## src/rtl/tone_contour_gen_pkg.sv

```systemverilog
// Shared tone codes, generator state encoding and per-segment pitch-step table
// for the contour generator and its loop-back partner detector.
package tone_contour_gen_pkg;

  localparam logic [2:0] TONE_NEUTRAL    = 3'b000;
  localparam logic [2:0] TONE_RISING     = 3'b001;
  localparam logic [2:0] TONE_UNDULATING = 3'b010;
  localparam logic [2:0] TONE_FALLING    = 3'b100;

  typedef logic [0:0] gen_state_t;
  localparam gen_state_t StIdle = 1'b0;
  localparam gen_state_t StPlay = 1'b1;

  // Step multipliers packed {seg3, seg2, seg1, seg0}, two bits each.
  localparam logic [7:0] MULT_NEUTRAL    = 8'b00_00_00_00;
  localparam logic [7:0] MULT_RISING     = 8'b11_10_01_00;
  localparam logic [7:0] MULT_FALLING    = 8'b00_01_10_11;
  localparam logic [7:0] MULT_UNDULATING = 8'b01_10_01_00;

  function automatic logic is_legal(logic [2:0] code);
    logic ok;
    case (code)
      TONE_NEUTRAL, TONE_RISING, TONE_UNDULATING, TONE_FALLING: ok = 1'b1;
      default: ok = 1'b0;
    endcase
    return ok;
  endfunction

  function automatic logic [1:0] seg_mult(logic [2:0] code, logic [1:0] seg);
    logic [7:0] tbl;
    case (code)
      TONE_RISING:     tbl = MULT_RISING;
      TONE_FALLING:    tbl = MULT_FALLING;
      TONE_UNDULATING: tbl = MULT_UNDULATING;
      default:         tbl = MULT_NEUTRAL;
    endcase
    return tbl[{seg, 1'b0} +: 2];
  endfunction

endpackage

```

## src/rtl/tone_contour_gen_if.sv

```systemverilog
// Request/sample-stream bundle between a requester and the contour generator.
interface tone_contour_gen_if #(
  parameter int unsigned SAMPLE_W = 16
);
  logic [2:0]                 tone_ident_in;
  logic                       valid_in;
  logic                       ready_out;
  logic signed [SAMPLE_W-1:0] sample_out;
  logic                       sample_valid_out;
  logic                       busy_out;
  logic                       done_out;
  logic                       err_out;

  modport master (
    output tone_ident_in, valid_in,
    input  ready_out, sample_out, sample_valid_out, busy_out, done_out, err_out
  );

  modport slave (
    input  tone_ident_in, valid_in,
    output ready_out, sample_out, sample_valid_out, busy_out, done_out, err_out
  );
endinterface

```

## src/rtl/tone_contour_gen_phase_accum_osc.sv

```systemverilog
// Phase accumulator with square-wave output: sample sign follows the phase MSB
// after each step; clear zeroes both the phase and the held sample.
module tone_contour_gen_phase_accum_osc #(
  parameter int unsigned                PHASE_W   = 24,
  parameter int unsigned                SAMPLE_W  = 16,
  parameter logic signed [SAMPLE_W-1:0] AMPLITUDE = 16'sd8192
) (
  input  logic                       clk_in,
  input  logic                       rst_in,
  input  logic                       clear,
  input  logic                       step,
  input  logic [PHASE_W-1:0]         inc,
  output logic signed [SAMPLE_W-1:0] sample
);

  localparam logic signed [SAMPLE_W-1:0] NegAmp = -AMPLITUDE;

  logic [PHASE_W-1:0]         phase_q, phase_d;
  logic signed [SAMPLE_W-1:0] sample_q, sample_d;

  always_comb begin
    phase_d  = phase_q;
    sample_d = sample_q;
    if (clear) begin
      phase_d  = '0;
      sample_d = '0;
    end else if (step) begin
      phase_d  = phase_q + inc;
      sample_d = phase_d[PHASE_W-1] ? NegAmp : AMPLITUDE;
    end
  end

  always_ff @(posedge clk_in or negedge rst_in) begin
    if (!rst_in) begin
      phase_q  <= '0;
      sample_q <= '0;
    end else begin
      phase_q  <= phase_d;
      sample_q <= sample_d;
    end
  end

  assign sample = sample_q;

endmodule

```

## src/rtl/tone_contour_gen.sv

```systemverilog
// Four-segment pitch-contour generator: handshake, IDLE/PLAY control, sample and
// segment timing, and per-segment phase-increment selection feeding the oscillator.
module tone_contour_gen
  import tone_contour_gen_pkg::*;
#(
  parameter int unsigned                PHASE_W           = 24,
  parameter int unsigned                SAMPLE_W          = 16,
  parameter logic [PHASE_W-1:0]         BASE_INC          = 24'h100000,
  parameter int unsigned                CYCLES_PER_SAMPLE = 2272,
  parameter int unsigned                SEGMENT_SAMPLES   = 4096,
  parameter logic signed [SAMPLE_W-1:0] AMPLITUDE         = 16'sd8192
) (
  input logic               clk_in,
  input logic               rst_in,
  tone_contour_gen_if.slave bus
);

  localparam int unsigned TickW = $clog2(CYCLES_PER_SAMPLE);
  localparam int unsigned SmpW  = (SEGMENT_SAMPLES > 1) ? $clog2(SEGMENT_SAMPLES) : 1;
  localparam logic [PHASE_W-1:0] Step = BASE_INC >> 2;

  gen_state_t       state_q, state_d;
  logic [2:0]       code_q, code_d;
  logic [TickW-1:0] tick_q, tick_d;
  logic [SmpW-1:0]  smp_q, smp_d;
  logic [1:0]       seg_q, seg_d;
  logic             sv_q, done_q, err_q;

  logic                       ready, accept, legal, tick_last, smp_last, strobe, last;
  logic [1:0]                 mult;
  logic [PHASE_W-1:0]         inc;
  logic signed [SAMPLE_W-1:0] osc_sample;

  assign ready     = (state_q == StIdle);
  assign accept    = bus.valid_in && ready;
  assign legal     = is_legal(bus.tone_ident_in);
  assign tick_last = (tick_q == TickW'(CYCLES_PER_SAMPLE - 1));
  assign smp_last  = (smp_q == SmpW'(SEGMENT_SAMPLES - 1));
  // done_q gates the strobe so the tail cycle before IDLE can never emit a sample.
  assign strobe    = (state_q == StPlay) && !done_q && tick_last;
  assign last      = strobe && smp_last && (seg_q == 2'd3);

  // B + mult*step, with mult in 0..3 built from two shifted adds.
  assign mult = seg_mult(code_q, seg_q);
  assign inc  = BASE_INC + (mult[0] ? Step : '0) + (mult[1] ? (Step << 1) : '0);

  always_comb begin
    state_d = state_q;
    code_d  = code_q;
    tick_d  = tick_q;
    smp_d   = smp_q;
    seg_d   = seg_q;
    case (state_q)
      StIdle: begin
        if (accept && legal) begin
          state_d = StPlay;
          code_d  = bus.tone_ident_in;
          tick_d  = '0;
          smp_d   = '0;
          seg_d   = '0;
        end
      end
      StPlay: begin
        if (done_q) begin
          state_d = StIdle;
        end else begin
          tick_d = tick_last ? '0 : tick_q + TickW'(1);
          if (tick_last) begin
            if (smp_last) begin
              smp_d = '0;
              seg_d = seg_q + 2'd1;
            end else begin
              smp_d = smp_q + SmpW'(1);
            end
          end
        end
      end
      default: state_d = StIdle;
    endcase
  end

  always_ff @(posedge clk_in or negedge rst_in) begin
    if (!rst_in) begin
      state_q <= StIdle;
      code_q  <= '0;
      tick_q  <= '0;
      smp_q   <= '0;
      seg_q   <= '0;
      sv_q    <= 1'b0;
      done_q  <= 1'b0;
      err_q   <= 1'b0;
    end else begin
      state_q <= state_d;
      code_q  <= code_d;
      tick_q  <= tick_d;
      smp_q   <= smp_d;
      seg_q   <= seg_d;
      sv_q    <= strobe;
      done_q  <= last;
      err_q   <= accept && !legal;
    end
  end

  tone_contour_gen_phase_accum_osc #(
    .PHASE_W  (PHASE_W),
    .SAMPLE_W (SAMPLE_W),
    .AMPLITUDE(AMPLITUDE)
  ) u_osc (
    .clk_in(clk_in),
    .rst_in(rst_in),
    .clear (accept && legal),
    .step  (strobe),
    .inc   (inc),
    .sample(osc_sample)
  );

  assign bus.ready_out        = ready;
  assign bus.busy_out         = (state_q == StPlay);
  assign bus.sample_out       = (state_q == StPlay) ? osc_sample : '0;
  assign bus.sample_valid_out = sv_q;
  assign bus.done_out         = done_q;
  assign bus.err_out          = err_q;

endmodule

```

## src/flat_wrapper.sv

```systemverilog
// flat-port wrapper written by rule: the top's interface ports become plain ports
module tone_contour_gen_flat import tone_contour_gen_pkg::*;
#(
  parameter int unsigned                PHASE_W           = 24,
  parameter int unsigned                SAMPLE_W          = 16,
  parameter logic [PHASE_W-1:0]         BASE_INC          = 24'h100000,
  parameter int unsigned                CYCLES_PER_SAMPLE = 2272,
  parameter int unsigned                SEGMENT_SAMPLES   = 4096,
  parameter logic signed [SAMPLE_W-1:0] AMPLITUDE         = 16'sd8192
)
  (clk_in, rst_in, bus_tone_ident_in, bus_valid_in, bus_ready_out, bus_sample_out, bus_sample_valid_out, bus_busy_out, bus_done_out, bus_err_out);
  tone_contour_gen_if #(.SAMPLE_W(SAMPLE_W)) bus_i ();
  input logic clk_in;
  input logic rst_in;
  input wire logic [$bits(bus_i.tone_ident_in)-1:0] bus_tone_ident_in;
  input wire logic [$bits(bus_i.valid_in)-1:0] bus_valid_in;
  output wire logic [$bits(bus_i.ready_out)-1:0] bus_ready_out;
  output wire logic [$bits(bus_i.sample_out)-1:0] bus_sample_out;
  output wire logic [$bits(bus_i.sample_valid_out)-1:0] bus_sample_valid_out;
  output wire logic [$bits(bus_i.busy_out)-1:0] bus_busy_out;
  output wire logic [$bits(bus_i.done_out)-1:0] bus_done_out;
  output wire logic [$bits(bus_i.err_out)-1:0] bus_err_out;
  assign bus_i.tone_ident_in = bus_tone_ident_in;
  assign bus_i.valid_in = bus_valid_in;
  assign bus_ready_out = bus_i.ready_out;
  assign bus_sample_out = bus_i.sample_out;
  assign bus_sample_valid_out = bus_i.sample_valid_out;
  assign bus_busy_out = bus_i.busy_out;
  assign bus_done_out = bus_i.done_out;
  assign bus_err_out = bus_i.err_out;
  tone_contour_gen #(.PHASE_W(PHASE_W), .SAMPLE_W(SAMPLE_W), .BASE_INC(BASE_INC), .CYCLES_PER_SAMPLE(CYCLES_PER_SAMPLE), .SEGMENT_SAMPLES(SEGMENT_SAMPLES), .AMPLITUDE(AMPLITUDE)) u_core (.clk_in(clk_in), .rst_in(rst_in), .bus(bus_i));
endmodule
```

## config.mk

```make
export PLATFORM = sky130hd
export DESIGN_NAME = tone_contour_gen_flat
export DESIGN_NICKNAME = d
export VERILOG_FILES = /design/src/rtl/tone_contour_gen_pkg.sv /design/src/rtl/tone_contour_gen_if.sv /design/src/rtl/tone_contour_gen_phase_accum_osc.sv /design/src/rtl/tone_contour_gen.sv /design/src/flat_wrapper.sv
export SDC_FILE = /design/constraint.sdc
export NUM_CORES = 1
export LEC_CHECK = 0
export BUFFER_PORTS_ARGS = -buffer_cell sky130_fd_sc_hd__buf_4
export CAP_MARGIN = 20
export CORE_MARGIN = 2
export CORE_UTILIZATION = 40
export DETAILED_ROUTE_END_ITERATION = 16
export SLEW_MARGIN = 20
export SYNTH_ARGS = -nofsm -noshare
export SYNTH_HDL_FRONTEND = slang
export SYNTH_SLANG_ARGS = --single-unit
```

## constraint.sdc

```tcl
create_clock -name clk_in -period 5.2 [get_ports clk_in]
set_input_delay 0.26 -clock clk_in [delete_from_list [all_inputs] [get_ports clk_in]]
set_output_delay 0.26 -clock clk_in [all_outputs]
set_load 0.05 [all_outputs]
```

==> run_results.csv <==
group,metric,value,unit
floorplanning,initial_core_utilization,0.4192,
setup_path,required,5370,ps
routing,num_vias,1850,
setup_path,timing.rr.start,"u_core.bus.busy_out$_DFF_PN0_",
sta,timing.fmax,366.7,MHz
setup_path,capture_instance_of_the_worst_register_to_register_path,"u_core.smp_q[3]$_DFFE_PN0P_",
cells_and_area,leading_cell_types_in_the_layout_fill_and_taps_excluded,"sky130_fd_sc_hd__dfrtp_1, sky130_fd_sc_hd__nand2_1, sky130_fd_sc_hd__o21ai_0",
cells_and_area,final_cell_count_no_fill,340,
floorplanning,overall_die_area,0.006507,mm2
place,numPlacedInstances,332,
setup_path,setup.worst_path.end,"u_core.smp_q[3]$_DFFE_PN0P_",
run_status,outcome,"finished clean",
power,internal_power,418.4,uW
job,cap_viol_max_count,0,
synth,synth.cell_area,0.002351,mm2
sta,final_hold_viol_count,0,
sta,fin_worst_hold_slack,227.0,ps
sta,skew,3.984,ps
floorplanning,core.rowCount,27,
cts,cts_post_setup_buffers_inserted,0,
setup_path,worst_setup_path_startpoint,"u_core.bus.busy_out$_DFF_PN0_",
synth,synth_top_area_cell,"sky130_fd_sc_hd__dfrtp_1",
cells_and_area,n_antenna_cell,0,
sta,min_period_over_period,0.5245,
cells_and_area,multi_input_area,0.001207,mm2
synth,ys_seq_elements,40,
sta,unrepaired_setup_endpoints_after_global_routing,"false",
synth,yosys.area_share.adder,0.03938,
routing,route.detailed.vias_per_inst,5.441,
cells_and_area,most_common_cell_after_layout_fill_and_taps_aside,"sky130_fd_sc_hd__dfrtp_1",
setup_path,ff2ff_path_depth,7,
routing,final_routed_drc_violation_total,0,
synth,largest_family_of_logic_cells_by_synthesized_area,"simple AND/OR/NAND/NOR gates",
sta,worstMarginPinSlew,810.1,ps
synth,synth-main-ff-cell,"sky130_fd_sc_hd__dfrtp_1",
synth,post_synthesis_instance_total,256,
power,vdd.ir_drop.worst,93.27,uV
place,post_dp_cell_area,0.002445,mm2
cts,insertion_delay,290,ps
synth,seq_area_frac_synth,0.4258,
synth,netlist_top_cells_area,"sky130_fd_sc_hd__dfrtp_1, sky130_fd_sc_hd__nand2_1, sky130_fd_sc_hd__buf_4",
synth,synth-warning-count,0,
setup_path,critPathCaptureType,"register",
setup_path,reg_to_reg_slack_setup,2470,ps
sta,finalWorstPathRequiredPeriod,2727,ps
power,static-leakage-power,0.001094,uW
synth,fraction_of_registers_with_async_set_or_reset_after_synthesis,1.000,
synth,synth_compound_gate_area_share,0.1453,
setup_path,timing.setup.critical_path_class,"register to register",
synth,synth_simple_gate_area_frac,0.2469,
floorplanning,top_level_ports,27,
cts,clockBufferDepth,2,
cts,cts_tree,"yes",
cts,ctsRootBufferMaster,"sky130_fd_sc_hd__clkbuf_8",
sta,setup_total_negative_slack,0,ps
cts,path_clk_slew,70,ps
power,total_switching_power,150.4,uW
cts,tritoncts_num_sinks,40,
cells_and_area,ff_latch_area,0.001001,mm2
hold_path,min_path_type,"input pin to register",
routing,routed_wire_length_per_instance,14.05,um
cts,max_h_tree_level,2,
global_route,largest_net_degree_at_the_start_of_global_routing,41,
sta,report.final.slew_viol_count,0,
power,pwr-share-clk,0.347,
global_route,global_route.overflow_total,0,
synth,synthDominantCellAreaShare,0.4258,
synth,synth_xor_xnor_area_share,0.02608,
power,combPwrFrac,0.093,
setup_path,max_fanout_on_critical_path,25,
power,total_power,568.8,uW
place,dpl.hpwl,3343,um
power,sequentialPowerShare,0.560,
setup_path,arrival_time_worst_endpoint,2900,ps
sta,max_slew_margin,0.4599,
synth,synth.area.mux_share,0.03513,
global_route,grt_pass1_wl,8280,um
place,placement.io_buffers,13,
floorplanning,die_x,80.67,um
floorplanning,chipHeight,80.67,um
routing,drt_first_pass_iters,4,
floorplanning,core_footprint,0.005608,mm2
power,power_switching_share,0.2644,
power,power-per-cell-area,224.6,mW/mm2
routing,total_wirelength,4778,um
cells_and_area,layout.cell_area.non_filler,0.002532,mm2
setup_path,critical_path.startpoint_type,"register",
cells_and_area,areaGrowthSynthToFinish,7.717,%
synth,syn_area_per_cell,9.184,um2
cts,cts-buffers-inserted,5,
sta,setup-violations-final,0,
cells_and_area,post_route_cells_drive_above_1_share,0.1119,
global_route,grt_antenna_before_repair,0,
cts,postCtsResizedCells,0,
routing,drt-initial-drc-count,134,
global_route,grt.total_usage,0.1652,
global_route,first_global_vias,1685,
synth,synth.lib_cells_used.distinct,44,
place,gpl.final_weighted_congestion,0.7692,
cells_and_area,final_net_count,280,
synth,number_of_flops_mapped_to_enable_cells_by_yosys,0,
cells_and_area,nFillCells,555,
routing,antenna_violating_nets_post_route,0,
how the worst min path moves through the flow:
stage	start	endpoint	slack (ps)	cells after the start
2_1_floorplan	rst_in	u_core.bus.busy_out$_DFF_PN0_	-40	0
3_3_place_gp	rst_in	u_core.tick_q[6]$_DFFE_PN0P_	270	1
3_5_place_dp	rst_in	u_core.tick_q[10]$_DFFE_PN0P_	270	1
4_1_cts	bus_tone_ident_in[0]	u_core.code_q[0]$_DFFE_PN0P_	220	2
5_1_grt	bus_tone_ident_in[0]	u_core.code_q[0]$_DFFE_PN0P_	220	2
6_report	bus_tone_ident_in[1]	u_core.code_q[1]$_DFFE_PN0P_	230	3
worst max-delay path, stage by stage, from the launching register on:
cell                      delay, ps
sky130_fd_sc_hd__dfrtp_1        870
sky130_fd_sc_hd__or2b_2         460
sky130_fd_sc_hd__o21a_1         140
sky130_fd_sc_hd__buf_4          200
sky130_fd_sc_hd__inv_1          350
sky130_fd_sc_hd__nand2_1        260
sky130_fd_sc_hd__a31oi_1        210
sky130_fd_sc_hd__o21ai_0        100
area by class of cell:
cell class                 instances  share of cell area
clock buffer                       6             0.02866
inverter                          11             0.01630
timing repair buffer              15             0.04545
sequential                        40              0.3953
clock inverter                     1            0.001976
tap                               72             0.03557
multi-input combinational        195              0.4768
metal layers:
metal | vias to the layer above | track usage | wire length [um]
met3 | 6 | 0.03034 | 218
li1 | 914 | - | -
met4 | 0 | 0.06780 | 73
met1 | 885 | 0.2357 | 2371
met2 | 45 | 0.2450 | 2116
met5 | - | 0 | 0
sequential cells by signal (all words and copies together), names as in the netlist:
name                         cells
u_core.bus.busy_out              1
u_core.bus.done_out              1
u_core.bus.err_out               1
u_core.bus.sample_valid_out      1
u_core.code_q                    3
u_core.seg_q                     2
u_core.smp_q                    12
u_core.tick_q                   12
u_core.u_osc.phase_q             5
u_core.u_osc.sample              2
power groups by stage:
stage | Combinational [uW] | Clock [uW] | Sequential [uW]
global placement | 52.5 | 0 | 325
detailed placement | 52.7 | 0 | 325
CTS | 53.6 | 205 | 318
global route | 57.5 | 216 | 319
floorplan | 46.7 | 0 | 324
finish | 52.8 | 198 | 318
cell usage after synthesis (all sizes together) (5+ instances only):
cell / instances
nand2: 31
and3: 5
clkbuf: 5
nor4: 7
buf: 17
ha: 5
nor3: 8
a21oi: 10
nor2: 16
dfrtp: 40
o21ai: 20
nand3: 17
nand4: 10
inv: 11
o31ai: 5
xnor2: 6
mux2i: 6
metrics by stage:
stage	setup WS, ps	utilization
CTS	2447	0.4516
finish	2473	0.4516
global route	2226	0.4516
floorplan	2869	-
detailed placement	2461	0.4360
global placement	2537	0.4360
cell families (layout without fill, tap and decap cells):
kind of cell / after synthesis / after routing
and+or+nand+nor: 108 / 108
AOI/OAI and AO/OA: 52 / 52
DFF: 40 / 40
buffers and inverters: 33 / 33
muxes: 8 / 8
adders and majority gates: 7 / 7
xor gates and xnor gates: 7 / 7
other: 1 / 13
repair_timing:
action / 4_1_cts / 5_1_grt
endpoints found under the hold margin: 40 / 0
endpoints found under the setup margin: 0 / 0
hold buffers: 1 / 0
Note: power is estimated with default switching activity, not from simulation.
